--- src/rtl/imem_stream_loader_if.sv ---
// Stream-in and instruction-memory write bundle for the boot loader.
// The master view belongs to the loader: it consumes the word stream and drives the write port.
interface imem_stream_loader_if #(
  parameter int ADDR_W = 10
);
  logic              s_valid;
  logic [31:0]       s_data;
  logic              s_last;
  logic              s_ready;
  logic              mem_we;
  logic [ADDR_W-1:0] mem_addr;
  logic [31:0]       mem_wdata;

  modport master (
    input  s_valid, s_data, s_last,
    output s_ready, mem_we, mem_addr, mem_wdata
  );

  modport slave (
    output s_valid, s_data, s_last,
    input  s_ready, mem_we, mem_addr, mem_wdata
  );
endinterface

--- src/rtl/imem_stream_loader.sv ---
// Boot/load controller for pipe_MIPS20: streams a program into instruction memory from
// address 0, releases the core, and reports a normal halt, a memory overflow or a run timeout.
module imem_stream_loader #(
  parameter int ADDR_W     = 10,
  parameter int CYC_W      = 20,
  parameter int MAX_CYCLES = 100000
) (
  input  logic                clk1,
  input  logic                rst_n,
  input  logic                start,
  imem_stream_loader_if.master bus,
  output logic                cpu_run,
  input  logic                halted_in,
  output logic                busy,
  output logic                done,
  output logic                error,
  output logic [1:0]          err_code,
  output logic [ADDR_W:0]     word_count,
  output logic [CYC_W-1:0]    run_cycles
);

  typedef enum logic [2:0] {IDLE, LOAD, RUN, DONE, ERR} state_t;

  localparam logic [ADDR_W-1:0] LAST_ADDR  = '1;
  localparam logic [CYC_W-1:0]  CYC_LIMIT  = CYC_W'(MAX_CYCLES);
  localparam logic [CYC_W-1:0]  CYC_SAT    = '1;
  localparam logic [1:0]        ERR_OVFL   = 2'd1;
  localparam logic [1:0]        ERR_TMOUT  = 2'd2;

  state_t            state_q, state_d;
  logic              s_ready_q, s_ready_d;
  logic              mem_we_q, mem_we_d;
  logic [ADDR_W-1:0] mem_addr_q, mem_addr_d;
  logic [31:0]       mem_wdata_q, mem_wdata_d;
  logic [ADDR_W-1:0] ptr_q, ptr_d;
  logic [ADDR_W:0]   word_count_q, word_count_d;
  logic [CYC_W-1:0]  run_cycles_q, run_cycles_d;
  logic              cpu_run_q, cpu_run_d;
  logic              busy_q, busy_d;
  logic              done_q, done_d;
  logic              error_q, error_d;
  logic [1:0]        err_code_q, err_code_d;
  logic              accept;
  logic [CYC_W-1:0]  run_next;

  always_ff @(posedge clk1 or negedge rst_n) begin
    if (!rst_n) begin
      state_q      <= IDLE;
      s_ready_q    <= 1'b0;
      mem_we_q     <= 1'b0;
      mem_addr_q   <= '0;
      mem_wdata_q  <= '0;
      ptr_q        <= '0;
      word_count_q <= '0;
      run_cycles_q <= '0;
      cpu_run_q    <= 1'b0;
      busy_q       <= 1'b0;
      done_q       <= 1'b0;
      error_q      <= 1'b0;
      err_code_q   <= '0;
    end else begin
      state_q      <= state_d;
      s_ready_q    <= s_ready_d;
      mem_we_q     <= mem_we_d;
      mem_addr_q   <= mem_addr_d;
      mem_wdata_q  <= mem_wdata_d;
      ptr_q        <= ptr_d;
      word_count_q <= word_count_d;
      run_cycles_q <= run_cycles_d;
      cpu_run_q    <= cpu_run_d;
      busy_q       <= busy_d;
      done_q       <= done_d;
      error_q      <= error_d;
      err_code_q   <= err_code_d;
    end
  end

  always_comb begin
    state_d      = state_q;
    s_ready_d    = s_ready_q;
    mem_we_d     = 1'b0;
    mem_addr_d   = mem_addr_q;
    mem_wdata_d  = mem_wdata_q;
    ptr_d        = ptr_q;
    word_count_d = word_count_q;
    run_cycles_d = run_cycles_q;
    cpu_run_d    = cpu_run_q;
    done_d       = done_q;
    error_d      = error_q;
    err_code_d   = err_code_q;
    accept       = 1'b0;
    run_next     = run_cycles_q;

    case (state_q)
      IDLE, DONE, ERR: begin
        if (start) begin
          state_d      = LOAD;
          s_ready_d    = 1'b1;
          ptr_d        = '0;
          word_count_d = '0;
          run_cycles_d = '0;
          cpu_run_d    = 1'b0;
          done_d       = 1'b0;
          error_d      = 1'b0;
          err_code_d   = '0;
        end
      end
      LOAD: begin
        accept = bus.s_valid & s_ready_q;
        if (accept) begin
          mem_we_d     = 1'b1;
          mem_addr_d   = ptr_q;
          mem_wdata_d  = bus.s_data;
          ptr_d        = ptr_q + 1'b1;
          word_count_d = word_count_q + 1'b1;
          if (bus.s_last) begin
            state_d   = RUN;
            s_ready_d = 1'b0;
          end else if (ptr_q == LAST_ADDR) begin
            state_d    = ERR;
            s_ready_d  = 1'b0;
            error_d    = 1'b1;
            err_code_d = ERR_OVFL;
          end
        end
      end
      RUN: begin
        // The first RUN cycle overlaps the final write, so the core is released one cycle later.
        if (!cpu_run_q) begin
          cpu_run_d = 1'b1;
        end else begin
          if (run_cycles_q != CYC_SAT) begin
            run_next = run_cycles_q + 1'b1;
          end
          run_cycles_d = run_next;
          if (halted_in) begin
            state_d   = DONE;
            cpu_run_d = 1'b0;
            done_d    = 1'b1;
          end else if (run_next >= CYC_LIMIT) begin
            state_d    = ERR;
            cpu_run_d  = 1'b0;
            error_d    = 1'b1;
            err_code_d = ERR_TMOUT;
          end
        end
      end
      default: begin
        state_d = IDLE;
      end
    endcase

    busy_d = (state_d == LOAD) || (state_d == RUN);
  end

  assign bus.s_ready   = s_ready_q;
  assign bus.mem_we    = mem_we_q;
  assign bus.mem_addr  = mem_addr_q;
  assign bus.mem_wdata = mem_wdata_q;
  assign cpu_run       = cpu_run_q;
  assign busy          = busy_q;
  assign done          = done_q;
  assign error         = error_q;
  assign err_code      = err_code_q;
  assign word_count    = word_count_q;
  assign run_cycles    = run_cycles_q;

endmodule

--- src/flat_wrapper.sv ---
// flat-port wrapper written by rule: the top's interface ports become plain ports
module imem_stream_loader_flat 
#(
  parameter int ADDR_W     = 10,
  parameter int CYC_W      = 20,
  parameter int MAX_CYCLES = 100000
)
  (clk1, rst_n, start, cpu_run, halted_in, busy, done, error, err_code, word_count, run_cycles, bus_s_valid, bus_s_data, bus_s_last, bus_s_ready, bus_mem_we, bus_mem_addr, bus_mem_wdata);
  imem_stream_loader_if #(.ADDR_W(ADDR_W)) bus_i ();
  input  logic clk1;
  input  logic rst_n;
  input  logic start;
  output logic cpu_run;
  input  logic halted_in;
  output logic busy;
  output logic done;
  output logic error;
  output logic [1:0] err_code;
  output logic [ADDR_W:0] word_count;
  output logic [CYC_W-1:0] run_cycles;
  input wire logic [$bits(bus_i.s_valid)-1:0] bus_s_valid;
  input wire logic [$bits(bus_i.s_data)-1:0] bus_s_data;
  input wire logic [$bits(bus_i.s_last)-1:0] bus_s_last;
  output wire logic [$bits(bus_i.s_ready)-1:0] bus_s_ready;
  output wire logic [$bits(bus_i.mem_we)-1:0] bus_mem_we;
  output wire logic [$bits(bus_i.mem_addr)-1:0] bus_mem_addr;
  output wire logic [$bits(bus_i.mem_wdata)-1:0] bus_mem_wdata;
  assign bus_i.s_valid = bus_s_valid;
  assign bus_i.s_data = bus_s_data;
  assign bus_i.s_last = bus_s_last;
  assign bus_s_ready = bus_i.s_ready;
  assign bus_mem_we = bus_i.mem_we;
  assign bus_mem_addr = bus_i.mem_addr;
  assign bus_mem_wdata = bus_i.mem_wdata;
  imem_stream_loader #(.ADDR_W(ADDR_W), .CYC_W(CYC_W), .MAX_CYCLES(MAX_CYCLES)) u_core (.clk1(clk1), .rst_n(rst_n), .start(start), .bus(bus_i), .cpu_run(cpu_run), .halted_in(halted_in), .busy(busy), .done(done), .error(error), .err_code(err_code), .word_count(word_count), .run_cycles(run_cycles));
endmodule
--- config.mk ---
export PLATFORM = sky130hd
export DESIGN_NAME = imem_stream_loader_flat
export DESIGN_NICKNAME = d
export VERILOG_FILES = /design/src/rtl/imem_stream_loader_if.sv /design/src/rtl/imem_stream_loader.sv /design/src/flat_wrapper.sv
export SDC_FILE = /design/constraint.sdc
export NUM_CORES = 1
export LEC_CHECK = 0
export CAP_MARGIN = 20
export CELL_PAD_IN_SITES_DETAIL_PLACEMENT = 0
export CELL_PAD_IN_SITES_GLOBAL_PLACEMENT = 1
export CORE_UTILIZATION = 40
export DETAILED_ROUTE_END_ITERATION = 12
export GPL_TIMING_DRIVEN = 0
export HOLD_SLACK_MARGIN = 0.12
export PLACE_DENSITY = 0.95
export SLEW_MARGIN = 25
export SYNTH_ARGS = -nofsm -noshare
export SYNTH_HDL_FRONTEND = slang
export SYNTH_SLANG_ARGS = --single-unit
--- constraint.sdc ---
create_clock -name clk1 -period 5.4 [get_ports clk1]
set_clock_uncertainty 0.05 [all_clocks]
set_input_delay 0.81 -clock clk1 [delete_from_list [all_inputs] [get_ports clk1]]
set_output_delay 0.81 -clock clk1 [all_outputs]
set_load 0.02 [all_outputs]
# After elaboration in Yosys (flattened, before gate mapping)
# Index checks and enable logic that the tools add are counted.
[classes] muxes=50 reduce_logical=13 bitwise_logic=1 eq_ne=17 add_sub_neg=3 n_lt_le_gt_ge=1
[ops] op="20-bit 2-to-1 mux" count=5
[ops] op="20-bit one-hot mux with 2 select lines" count=1
[ops] op="11-bit 2-to-1 mux" count=2
[ops] op="11-bit one-hot mux with 2 select lines" count=1
[ops] op="3-bit 2-to-1 mux" count=7
[ops] op="20-bit by 1-bit adder with 20-bit output, second input constant" count=1
[ops] op="20-bit by 17-bit >= comparator with 1-bit output, second input constant" count=1
[ops] op="10-bit 2-to-1 mux" count=2
[ops] op="20-bit inequality test, second input constant" count=1
[ops] op="10-bit one-hot mux with 2 select lines" count=1
[ops] op="1-bit 2-to-1 mux" count=18
[ops] op="2-bit 2-to-1 mux" count=7
[ops] op="11-bit by 1-bit adder with 11-bit output, second input constant" count=1
[ops] op="10-bit by 1-bit adder with 10-bit output, second input constant" count=1
[ops] op="10-bit equality test, second input constant" count=1
[ops] op="3-bit by 2-bit equality test with 1-bit output, second input constant" count=3
[ops] op="3-bit one-hot mux with 3 select lines" count=1
[ops] op="2-bit by 1-bit inequality test with 1-bit output, second input constant" count=4
[ops] op="2-bit inequality test, second input constant" count=4
[ops] op="4-bit AND reduction" count=2
[ops] op="8-bit AND reduction" count=1
[ops] op="3-bit by 1-bit equality test with 1-bit output, second input constant" count=2
[ops] op="1-bit one-hot mux with 2 select lines" count=3
[ops] op="2-bit one-hot mux with 3 select lines" count=1
[ops] op="other kinds (11)" count=14
[word_totals] elab_cells=98 out_inout_bits=81 reg_bits=94

# Longest topological paths before layout
[depth] depth_word=11 mapped_depth=9

# Least setup slack after synthesis
# OpenSTA, ideal clock, no wires.
[synth_timing] path_kind="register to register" from="register u_core.run_cycles_q[0], in the netlist u_core.run_cycles[0]" to="register u_core.busy_q, in the netlist u_core.busy" path_buffers=0 slack_ps=3061 setup_time_ps=138 synth_period_minus_slack_ps=2339 t_arrival_ps=2151 stages_incl_launch_ff=9 cell_sequence="dfrtp_1 > ha_1 > and3_4 > nand4_2 > mux2_1 > nand4_1 > o211ai_2 > a222oi_1 > xnor2_1"
[synth_via] elab_chain_cells=11 word_cells_on_any_way=13 classes_between="add/sub: 1; order compare: 1; eq/ne: 3; mux: 7; reduce/logical: 1"
[synth_rtl] item="start, declared" line="imem_stream_loader.sv:37" source="logic [CYC_W-1:0] run_cycles_q, run_cycles_d;"
[synth_rtl] item="start signal, assigned" line="imem_stream_loader.sv:69" source="run_cycles_q <= run_cycles_d;"
[synth_rtl] item="20-bit by 1-bit adder with 20-bit output / 20-bit inequality test (equally long branches)" line="imem_stream_loader.sv:133, imem_stream_loader.sv:132"
[synth_rtl] item="20-bit 2-to-1 mux *" line="imem_stream_loader.sv:132" source="if (run_cycles_q != CYC_SAT) begin"
[synth_rtl] item="20-bit 2-to-1 mux *" line="imem_stream_loader.sv:129" source="if (!cpu_run_q) begin"
[synth_rtl] item="20-bit 2-to-1 mux *" line="imem_stream_loader.sv:94" source="case (state_q)"
[synth_rtl] item="20-bit by 17-bit >= comparator with 1-bit output *" line="imem_stream_loader.sv:140" source="end else if (run_next >= CYC_LIMIT) begin"
[synth_rtl] item="3-bit 2-to-1 mux *" line="imem_stream_loader.sv:140"
[synth_rtl] item="3-bit 2-to-1 mux *" line="imem_stream_loader.sv:136" source="if (halted_in) begin"
[synth_rtl] item="3-bit 2-to-1 mux *" line="imem_stream_loader.sv:129"
[synth_rtl] item="3-bit one-hot mux with 3 select lines *" line="imem_stream_loader.sv:94"
[synth_rtl] item="3-bit by 1-bit equality test with 1-bit output / 3-bit by 2-bit equality test with 1-bit output (equally long branches)" line="imem_stream_loader.sv:153" source="busy_d = (state_d == LOAD) || (state_d == RUN);"
[synth_rtl] item="1-bit logical OR *" line="imem_stream_loader.sv:153"
[synth_rtl] item="named net u_core.busy_d" line="imem_stream_loader.sv:39" source="logic busy_q, busy_d;"
[synth_rtl] item="end signal, assigned" line="imem_stream_loader.sv:71" source="busy_q <= busy_d;"
[synth_rtl] item="end, declared" line="imem_stream_loader.sv:39"
# The timed path passes the listed nets; every way through them passes the cells marked *. The select of a mux whose other input is x is not followed.
# A chain may end at the register's enable or synchronous reset.

# Worst setup path in the final report
[layout_timing] from="input port start" to="register u_core.ptr_q[5]"
[layout_via] elab_chain_cells=2
[layout_rtl] item="start, declared" line="flat_wrapper.sv:12" source="input logic start;"
[layout_rtl] item="2-bit inequality test (no line)"
[layout_rtl] item="3-bit AND reduction (no line)"
[layout_rtl] item="end signal, assigned" line="imem_stream_loader.sv:67" source="ptr_q <= ptr_d;"
[layout_rtl] item="end, declared" line="imem_stream_loader.sv:35" source="logic [ADDR_W-1:0] ptr_q, ptr_d;"
# No other way between the ends.

==> flow_summary.json <==
{
  "synth_top_area_frac": 0.519,
  "placed_cell_area_sq_um": 5920,
  "wl_per_cell_um": 15.9,
  "ys_seq_elements": 94,
  "setup_viol": 0,
  "outcome": "completed",
  "insertion_delay_ns": 0.34,
  "leakage_uw": 0.00262,
  "period_minus_slack_ns": 2.72,
  "avgSynthCellArea_sq_um": 10.7,
  "drt_iter0_drc": 175,
  "diodes": 0,
  "cp-end-kind": "register",
  "portBuffers": 118,
  "switching_power_uw": 953,
  "clock_path_buffers": 2,
  "p_sw_frac": 0.354,
  "gp_congestion": 0.870,
  "critPathSlowestCell": "clkdlybuf4s50_1",
  "synth.area.top_cells": "dfrtp_1 52%, mux2_2 10%, o21ai_0 3.8%",
  "syn_area_sq_um": 4530,
  "synth_top_area_cell": "dfrtp_1",
  "hold_class": "in2async",
  "dr_total_vias": 3768,
  "area_growth_pct": 36.8,
  "rsz0062_at_grt": "false",
  "fin_crit_sh": 0.504,
  "first_pass_iters": 5,
  "fp.dieH_um": 108,
  "tightestPinTransition_ns": 0.627,
  "power.density_nw_per_um2": 434,
  "final_antenna_net_count": 0,
  "nets": 596,
  "yosysSeqAreaShare": 0.519,
  "final_layout_size_suffix_gt1_frac": 0.152,
  "worstSetupStartpointType": "primary input",
  "dieWidth_um": 108,
  "internal_power_uw": 1740,
  "async_reset_ff_frac": 1.00,
  "drc": 0,
  "crit_chain": "clkdlybuf4s50_1 > a32oi_1 > o22ai_1 > nand4_1 > or3_1 > a21oi_1",
  "grt_pass1_vias": 3744,
  "crit_arrival_ns": 2.92,
  "dp.final_hpwl_mm": 8.10,
  "cts_resized": 0,
  "synth_cell_types": 57,
  "grt_pass1_wl_mm": 18.5,
  "grt.total_usage": 0.205,
  "cap_viol_max_count": 0,
  "grt-ovfl-total": 0,
  "antenna_found_initial": 0,
  "ctsHoldBuffers": 0,
  "core_area_sq_um": 10900,
  "cts-root-buf": "clkbuf_16",
  "pwr-share-seq": 0.371,
  "start_util": 0.415,
  "slowest_delay_ns": 0.60,
  "io-pin-count": 119,
  "worst_slew_margin_rel": 0.582,
  "ys_dominant_reg_cell": "dfrtp_1",
  "crit_fanout": 7,
  "syn-num-nets": 466,
  "fin_area_sq_um": 6200,
  "htreeDepth": 3,
  "std_cell_rows": 38,
  "synth-warning-count": 0,
  "cts_buffers": 9,
  "cts_sinks": 94,
  "p_clk_frac": 0.227,
  "synth_edf_count": 0,
  "irDropWorstVdd_mv": 0.325,
  "path_clk_slew_ns": 0.07,
  "required_ns": 5.60,
  "cts_setup_buffers": 0,
  "path_class": "in2reg",
  "timing.final.hold_violations": 0,
  "grt_max_degree": 55,
  "postSynthCellCount": 425,
  "final_max_slew_viol_count": 0,
  "die_area_sq_um": 11800,
  "cts_tree": "done",
  "avgViaCountPerCell": 5.38,
  "wl_mm": 11.2,
  "p_comb_frac": 0.402,
  "holdWs_ns": 0.333,
  "fmax_mhz": 367
}
==> cells in the mapped netlist, types with 6 or more instances <==
library cell  count
dfrtp_1          94
mux2_2           42
nor2_1           38
nand2_1          37
o21ai_0          34
xor2_1           15
a21oi_1          14
and3_1           14
nand4_1          13
clkbuf_1         11
nand3_1          11
or3_1             8
a31oi_1           6
==> cells in the final DEF (no fill, tap or decap), drive strengths merged, types with 3 or more instances in the layout <==
cell	netlist	layout
nand4	15	15
and3	15	15
o211ai	3	3
clkdlybuf4s50	0	117
inv	6	8
o21ai	34	34
a21oi	14	14
o31ai	5	5
buf	8	10
nand3b	3	3
nand2b	3	3
a31oi	6	6
mux2	43	43
nor2	39	39
nand3	14	14
clkbuf	12	23
xnor2	4	4
xor2	15	15
dfrtp	94	94
mux2i	5	5
nand2	38	38
ha	3	3
nor3	5	5
or3	8	8
and2	6	6
==> worst max-delay path, delay by kind of cell <==
kind	cells	cell delay [ns]
buf+inv	1	0.60
compound gates	3	0.76
simple gates	2	0.74
==> routing by layer <==
metal,GRT usage,wire length (um)
met3,0.0784,1040
met4,0.0685,110
met1,0.260,4800
met2,0.319,5200
met5,0,0
==> cell type report <==
type	count	area (sq um)
multi-input combinational	305	2060
tap	140	175
buffer	20	98.8
sequential	94	2350
fill	948	4730
timing repair buffer	119	1210
clock buffer	11	243
clock inverter	5	41.3
inverter	6	22.5
==> worst paths after layout <==
path                                              from                 endpoint  slack [ns]  depth (start not counted)
min in group clk1               u_core.bus.mem_addr[9]   u_core.bus.mem_addr[9]        0.46                          1
worst max register to register       u_core.state_q[0]  u_core.bus.mem_wdata[6]        2.81                          8
worst max-delay path                             start          u_core.ptr_q[5]        2.68                          6
max in group asynchronous                        rst_n     u_core.word_count[9]        4.37                          2
worst min register to register  u_core.bus.mem_addr[9]   u_core.bus.mem_addr[9]        0.46                          1
worst min-delay path                             rst_n              u_core.busy        0.33                          1
==> state kept, by name, indices dropped and copies added (netlist names) <==
| name | flops |
|---|---|
| u_core.bus.s_ready | 1 |
| u_core.run_cycles | 20 |
| u_core.done | 1 |
| u_core.error | 1 |
| u_core.state_q | 3 |
| u_core.bus.mem_wdata | 32 |
| u_core.cpu_run | 1 |
| u_core.err_code | 2 |
| u_core.bus.mem_we | 1 |
| u_core.word_count | 11 |
| u_core.busy | 1 |
| u_core.bus.mem_addr | 10 |
| u_core.ptr_q | 10 |
==> logic make-up after synthesis <==
family          Yosys count  synth area share
mux                      48             0.118
simple gates            158             0.187
buf+inv                  26            0.0268
xor+xnor                 19            0.0367
compound gates           77             0.105
flops                    94             0.519
fa+ha+maj                 3           0.00828
==> stage by stage <==
step,power [uW],util,TNS [ns],worst slack (ns),instances
after detailed placement,2100,0.541,0,2.34,684
final,2690,0.567,0,2.68,700
after floorplan,1590,-,0,3.06,425
after global routing,2840,0.567,0,2.50,700
after global placement,2070,0.539,-7.98,-0.0906,683
after CTS,2720,0.567,0,2.71,700
==> power by group through the flow <==
stage | clock [uW] | sequential [uW] | combinational [uW]
global route | 648 | 1020 | 1170
finish | 611 | 999 | 1080
global placement | 0 | 1000 | 1070
CTS | 621 | 1000 | 1090
floorplan | 0 | 1190 | 403
detailed placement | 0 | 1010 | 1090
(Power assumes the default switching activity.)
